<file path="src/rtl/ones_pattern_gen.sv">
// ones_pattern_gen: builds a DATA_WIDTH-bit word containing exactly k set bits,
// one bit position per clock, either packed into the low bits (thermometer
// code) or spread evenly across the word.
// Optional macro ONES_PATTERN_GEN_SELFCHECK_EN adds a chk_fail output that
// flags a built word whose ones count differs from the requested count.
module ones_pattern_gen #(
   parameter  int DATA_WIDTH = 16,
   localparam int CW         = $clog2(DATA_WIDTH) + 1
) (
   input  logic                  clk,
   input  logic                  rst,
   input  logic                  in_valid,
   output logic                  in_ready,
   input  logic [CW-1:0]         in_count,
   input  logic                  in_mode,
   output logic                  bit_out,
   output logic                  bit_valid,
   output logic                  out_valid,
   input  logic                  out_ready,
   output logic [DATA_WIDTH-1:0] dout,
`ifdef ONES_PATTERN_GEN_SELFCHECK_EN
   output logic                  chk_fail,
`endif
   output logic                  err
);

   localparam int              IW       = $clog2(DATA_WIDTH);
   localparam logic [CW-1:0]   LP_WIDTH = CW'(DATA_WIDTH);
   localparam logic [IW-1:0]   LP_LAST  = IW'(DATA_WIDTH - 1);

   typedef enum logic [1:0] {S_IDLE, S_BUILD, S_DONE} state_t;

   state_t                r_state;
   state_t                w_state_next;
   logic [CW-1:0]         r_k;
   logic                  r_mode;
   logic                  r_err;
   logic [IW-1:0]         r_idx;
   logic [CW-1:0]         r_acc;
   logic [DATA_WIDTH-1:0] r_dout;

   logic                  w_accept;
   logic                  w_last;
   logic                  w_bit;
   logic [CW:0]           w_sum;
   logic [CW-1:0]         w_acc_next;

   assign w_accept = in_valid && (r_state == S_IDLE);
   assign w_last   = (r_state == S_BUILD) && (r_idx == LP_LAST);

   // Bit for the current position: compare against k when packed; when spread,
   // emit a one each time the running sum of k wraps past DATA_WIDTH.
   always_comb begin
      w_sum      = {1'b0, r_acc} + {1'b0, r_k};
      w_bit      = 1'b0;
      w_acc_next = r_acc;
      if (r_mode) begin
         if (w_sum >= {1'b0, LP_WIDTH}) begin
            w_bit      = 1'b1;
            w_acc_next = CW'(w_sum - {1'b0, LP_WIDTH});
         end else begin
            w_acc_next = w_sum[CW-1:0];
         end
      end else begin
         w_bit = ({1'b0, r_idx} < r_k);
      end
   end

   // State register
   always_ff @(posedge clk) begin
      if (rst) begin
         r_state <= S_IDLE;
      end else begin
         r_state <= w_state_next;
      end
   end

   // Next-state logic
   always_comb begin
      w_state_next = r_state;
      case (r_state)
         S_IDLE:  if (in_valid)  w_state_next = S_BUILD;
         S_BUILD: if (w_last)    w_state_next = S_DONE;
         S_DONE:  if (out_ready) w_state_next = S_IDLE;
         default:                w_state_next = S_IDLE;
      endcase
   end

   // Handshake and serial-bit outputs decoded from the state
   always_comb begin
      in_ready  = (r_state == S_IDLE);
      bit_valid = (r_state == S_BUILD);
      out_valid = (r_state == S_DONE);
      bit_out   = (r_state == S_BUILD) ? w_bit : 1'b0;
   end

   // Request capture (with count saturation) and word assembly
   always_ff @(posedge clk) begin
      if (rst) begin
         r_k    <= '0;
         r_mode <= 1'b0;
         r_err  <= 1'b0;
         r_idx  <= '0;
         r_acc  <= '0;
         r_dout <= '0;
      end else if (w_accept) begin
         r_k    <= (in_count > LP_WIDTH) ? LP_WIDTH : in_count;
         r_mode <= in_mode;
         r_err  <= (in_count > LP_WIDTH);
         r_idx  <= '0;
         r_acc  <= '0;
         r_dout <= '0;
      end else if (r_state == S_BUILD) begin
         r_dout[r_idx] <= w_bit;
         r_idx         <= r_idx + IW'(1);
         r_acc         <= w_acc_next;
      end
   end

   assign dout = r_dout;
   assign err  = r_err;

`ifdef ONES_PATTERN_GEN_SELFCHECK_EN
   logic [CW-1:0] r_ones;
   logic          r_chk_fail;
   logic [CW-1:0] w_ones_next;

   assign w_ones_next = r_ones + CW'(w_bit);

   // Count emitted ones and compare with k as the last position is written
   always_ff @(posedge clk) begin
      if (rst) begin
         r_ones     <= '0;
         r_chk_fail <= 1'b0;
      end else if (w_accept) begin
         r_ones     <= '0;
         r_chk_fail <= 1'b0;
      end else if (r_state == S_BUILD) begin
         r_ones <= w_ones_next;
         if (w_last) begin
            r_chk_fail <= (w_ones_next != r_k);
         end
      end
   end

   // Simulation-time alarm when a finished word has the wrong weight
   always_ff @(posedge clk) begin
      if (!rst && w_last) begin
         assert (w_ones_next == r_k);
      end
   end

   assign chk_fail = r_chk_fail;
`endif

endmodule
</file>
<file path="config.mk">
export PLATFORM = sky130hd
export DESIGN_NAME = ones_pattern_gen
export DESIGN_NICKNAME = d
export VERILOG_FILES = /design/src/rtl/ones_pattern_gen.sv
export SDC_FILE = /design/constraint.sdc
export NUM_CORES = 1
export LEC_CHECK = 0
export BUFFER_PORTS_ARGS = -buffer_cell sky130_fd_sc_hd__buf_2
export CAP_MARGIN = 20
export CORE_UTILIZATION = 30
export CTS_CLUSTER_SIZE = 20
export DETAILED_ROUTE_END_ITERATION = 7
export SLEW_MARGIN = 10
export SYNTH_ARGS = -nofsm -noshare
export SYNTH_HDL_FRONTEND = slang
export SYNTH_SLANG_ARGS = --single-unit
</file>
<file path="constraint.sdc">
create_clock -name clk -period 2.2 [get_ports clk]
set_input_delay 0.22 -clock clk [delete_from_list [all_inputs] [get_ports clk]]
set_output_delay 0.22 -clock clk [all_outputs]
set_load 0.005 [all_outputs]
</file>
Word level (Yosys, flattened, before mapping)
Index checks and enable logic that the tools add are counted.

word-level totals
  bits in registers = 34
  input port bits = 10
  output and inout port bits = 21

operators by class
  $add $sub $neg = 3
  order comparisons = 5
  equality and inequality tests = 6
  mux-type cells = 12
  reductions and logical operators = 7

operator list
  kind                                                                           number
  16-bit bitwise mux                                                             1
  5-bit two-way mux                                                              2
  5-bit by 5-bit adder with 6-bit output                                         1
  6-bit by 5-bit >= comparator with 1-bit output (second input constant)         1
  2-bit two-way mux                                                              3
  2-bit case mux with 3 select lines                                             1
  5-bit > comparator (second input constant)                                     1
  4-bit by 5-bit less-than comparator with 1-bit output                          1
  4-bit by 5-bit less-than comparator with 1-bit output (second input constant)  1
  5-bit subtractor (second input constant)                                       1
  4-bit by 1-bit adder with 4-bit output (second input constant)                 1
  1-bit demux with 4-bit select                                                  1
  4-bit equality test (second input constant)                                    1
  4-bit by 1-bit >= comparator with 1-bit output (second input constant)         1
  1-bit two-way mux                                                              4
  2-bit by 1-bit inequality test with 1-bit output (second input constant)       2
  1-bit logical AND                                                              3
  3-bit AND reduction                                                            1
  2-bit by 1-bit equality test with 1-bit output (second input constant)         1
  2-bit equality test (second input constant)                                    1
  2-bit logical NOT                                                              1
  2-bit inequality test (second input constant)                                  1
  2-bit AND reduction                                                            1
  2-bit OR reduction                                                             1

Depth between registers and ports, before layout
  word-level depth = 5
  depth in mapped cells = 9
  depth with buffers taken out = 8

Worst setup path before layout
Ideal clock, no wire load.

  path type = register to output
  from = register r_k[0]
  to = output port bit_out
  data arrival time = 1,848 ps
  slack = 132 ps
  stages on the path, launching flop included = 10
  path buffers = 1
  path through = dfxtp_1 ha_1 inv_1 fa_1 nand2b_1 a21oi_2 xor2_2 nor2_2 buf_6 nor3b_1

between the ends
  word-level cells in the longest chain between the ends = 5

RTL lines
  what                                            line  text
  from (decl)                                     35    logic [CW-1:0] r_k;
  from (signal assigned)                          107   r_k <= (in_count > LP_WIDTH) ? LP_WIDTH : in_count;
  5-bit by 5-bit adder with 6-bit output          54    w_sum = {1'b0, r_acc} + {1'b0, r_k};
  6-bit by 5-bit >= comparator with 1-bit output  58    if (w_sum >= {1'b0, LP_WIDTH}) begin
  1-bit two-way mux                               58
  1-bit two-way mux *                             57    if (r_mode) begin
  1-bit two-way mux *                             94    bit_out = (r_state == S_BUILD) ? w_bit : 1'b0;
  to (decl)                                       16    output logic bit_out,

Mark *: on every way between the ends. The rest lies on a longest branch, timed or not.

Worst setup path after layout
Ends and elaborated chain as after synthesis.

==> qor.csv <==
stage;metric;value;unit
logic_synthesis;Synth area leader;dfxtp_1;
floorplan;die width;79.3;um
route;Vias per Instance;5.01;
pwr;peak supply drop;303;uV
logic_synthesis;FF+latch count, synth;34;
logic_synthesis;Syn Area/Cell;9.10;um^2
cts;clock sink total;34;
global_routing;initial antenna violation count;0;
cts;Worst-path clk slew;70;ps
worst_setup_path;worst r2r path cells;9;
layout;design area;2200;um^2
floorplan;height of the die;79.3;um
global_routing;total track usage;15.0;%
logic_synthesis;top cells by area, synth;dfxtp_1 (38%), nand3_1 (8.9%), ha_1 (8.4%);
pwr;Comb power frac;12.2;%
placement;DP HPWL;2.85;mm
route;Detailed Routing Iterations Pass 1;4;
global_routing;number of global-route vias before repair;1441;
timing;endpoints failing hold;0;
timing;Fin Clk Skew;6.83;ps
pwr;switching share of power;28.3;%
layout;Layout Nets;257;
route;drt initial violations;107;
logic_synthesis;sequential fraction of the synthesis area;38.0;%
layout;Layout Utilization;38.9;%
worst_setup_path;crit start category;flip-flop;
pwr;PD cells;589;nW/um^2
worst_setup_path;Critical Path AT;2010;ps
cts;clk_lat worst skew;290;ps
layout;diode count;0;
timing;Fin Hold WS;176;ps
floorplan;initial core utilization;31.8;%
outcome;outcome;finished, violations left;
floorplan;FP Rows;27;
route;Wirelength per Cell;13.6;um
worst_setup_path;critical path class;reg2out;
pwr;Switching Power;0.366;mW
layout;layout cells sized above 1;31.1;%
logic_synthesis;Post-Synthesis Net Count;220;
timing;unrepaired setup endpoints after global routing;yes;
placement;Port Buf Inserts;30;
placement;placed cell area;2030;um^2
pwr;P_int;0.928;mW
cts;CTS Hold Bufs;0;
worst_setup_path;Worst Path Required;1980;ps
logic_synthesis;Synth cell types;30;
layout;Layout area overhead;22.6;%
logic_synthesis;Post-synth ARST share;0;%
route;final wirelength;4.18;mm
floorplan;Top Ports;31;
cts;TritonCTS clock tree;built;
timing;Slew Limit Fails;0;
run;Max-Cap Viols;0;
route;vias;1537;
cts;H-tree depth reported by CTS;2;
logic_synthesis;Warnings, synthesis;0;
timing;fin crit share;101;%
cts;CTS buffer count;5;
timing;setup TNS;-27.4;ps
pwr;Seq pwr share;49.2;%
placement;Final GP Congestion;0.808;
logic_synthesis;EDFF count, synth;0;
route;Antenna Nets Post-Route;0;
outcome;violated checks;setup timing;
global_routing;gr ovfl total;0;
global_routing;first-pass GRT wire length;7.25;mm
logic_synthesis;Synth Instances;197;
floorplan;die area;6290;um^2
floorplan;core area;5640;um^2
timing;worst-margin pin slew;377;ps
pwr;P_leak;0.918;nW
timing;PnR worst setup slack;-27.4;ps
pwr;Clk network pwr share;38.7;%
route;Residual DRC;0;
timing;Final min period;2230;ps
cts;CTS root buffer;clkbuf_8;
cts;clock buffer depth;2;
worst_setup_path;CP max FO;2;
worst_hold_path;Hold Path Cell Cnt;3;
timing;Setup-failing EPs final;1;
logic_synthesis;Synth Flop Type;dfxtp_1;
worst_hold_path;worst hold path class;in2reg;
worst_setup_path;CP endpoint kind;output pin;
timing;FMAX;449;MHz
timing;Worst slew margin;74.8;%
logic_synthesis;Post-Syn Area;1790;um^2
global_routing;largest net degree at the start of global routing;26;
logic_synthesis;top cell type's share of synthesized area;38.0;%
==> kinds of logic (layout without fill, tap and decap cells) <==
family                     after synthesis  after routing  share of synthesized area, %
adders and majority gates               13             13                          9.50
muxes                                    1              1                         0.559
AOI/OAI and AO/OA                       41             41                          19.8
and+or+nand+nor                         82             82                          23.2
xor gates and xnor gates                 6              6                          3.35
DFF                                     34             34                          38.0
buffers and inverters                   20             58                          5.59
==> repair_timing <==
action                                  in CTS  in global routing
pin swaps                                    6                  6
resized for setup                           10                  0
setup buffers                                2                  2
endpoints found under the setup margin       4                  4
==> cell type report <==
cell class,count,area (um^2)
clock inverters,2,12.5
repair buffers,43,248
clock buffers,6,82.6
well taps,72,90.1
inverters,7,26.3
multi-input cells,143,1050
flip-flops and latches,34,683
fillers,567,3450
==> cell usage in the layout (no fill, tap or decap), types with 7 or more instances in the layout <==
cell type / count
o41ai_1: 7
a21oi_1: 16
nand3_1: 32
ha_1: 11
nand4_1: 7
nor2_1: 20
dfxtp_1: 32
buf_2: 30
nand2_1: 7
buf_4: 13
o41ai_2: 10
==> registers in the layout, indices dropped and copies added, names as in the netlist <==
name / cells
r_k: 5
dout: 16
r_mode: 1
r_idx: 4
err: 1
r_acc: 5
r_state: 2
==> through the flow <==
| stage | power [mW] | setup WS [ps] | instances |
|---|---|---|---|
| final | 1.29 | -27.4 | 307 |
| after global routing | 1.36 | -109 | 307 |
| after CTS | 1.31 | -97.4 | 305 |
| after detailed placement | 0.803 | 11.8 | 296 |
| after global placement | 0.803 | 77.7 | 296 |
| after floorplan | 0.759 | 132 | 197 |
==> power by group through the flow <==
stage	logic, mW	clock network, mW	registers, mW
2_1_floorplan	0.111	0	0.648
3_3_place_gp	0.153	0	0.650
3_5_place_dp	0.153	0	0.650
4_1_cts	0.158	0.518	0.636
5_1_grt	0.176	0.544	0.639
6_report	0.157	0.500	0.637
==> cell usage after synthesis, drive strengths merged, types with 4 or more instances <==
cell and number:
buf 8, a21oi 18, inv 7, nand3 32
ha 12, nand2 7, nor2b 4, nor2 21
dfxtp 34, nand4 7, clkbuf 5, o41ai 17
nor3b 6, xor2 4
==> worst paths after layout <==
path | from | slack, ps | end
setup / recovery | r_k[0] | -30 | bit_out
hold / removal | in_mode | 180 | r_mode
setup reg to reg | r_k[0] | 140 | dout[0]
hold reg to reg | r_acc[4] | 460 | r_acc[4]
==> critical path: stages, from the launching register on <==
cell and delay (ps):
dfxtp_2 360, ha_4 140, inv_2 30, fa_2 330, nand2b_4 150, a21oi_4 130, xor2_2 170, nor2_2 70
nor3b_2 180, buf_2 150
==> routing by layer <==
metal  share of wire, %  global-route usage, %  up-vias  wire (um)
li1                   -                      -      790          -
met1                 52                   21.3      705       2170
met2                 43                   21.3       37       1780
met3                3.8                   3.10        5        157
met4                1.7                   7.09        0         72
met5                  0                      0        -          0
Note: power is estimated with default switching activity, not from simulation.
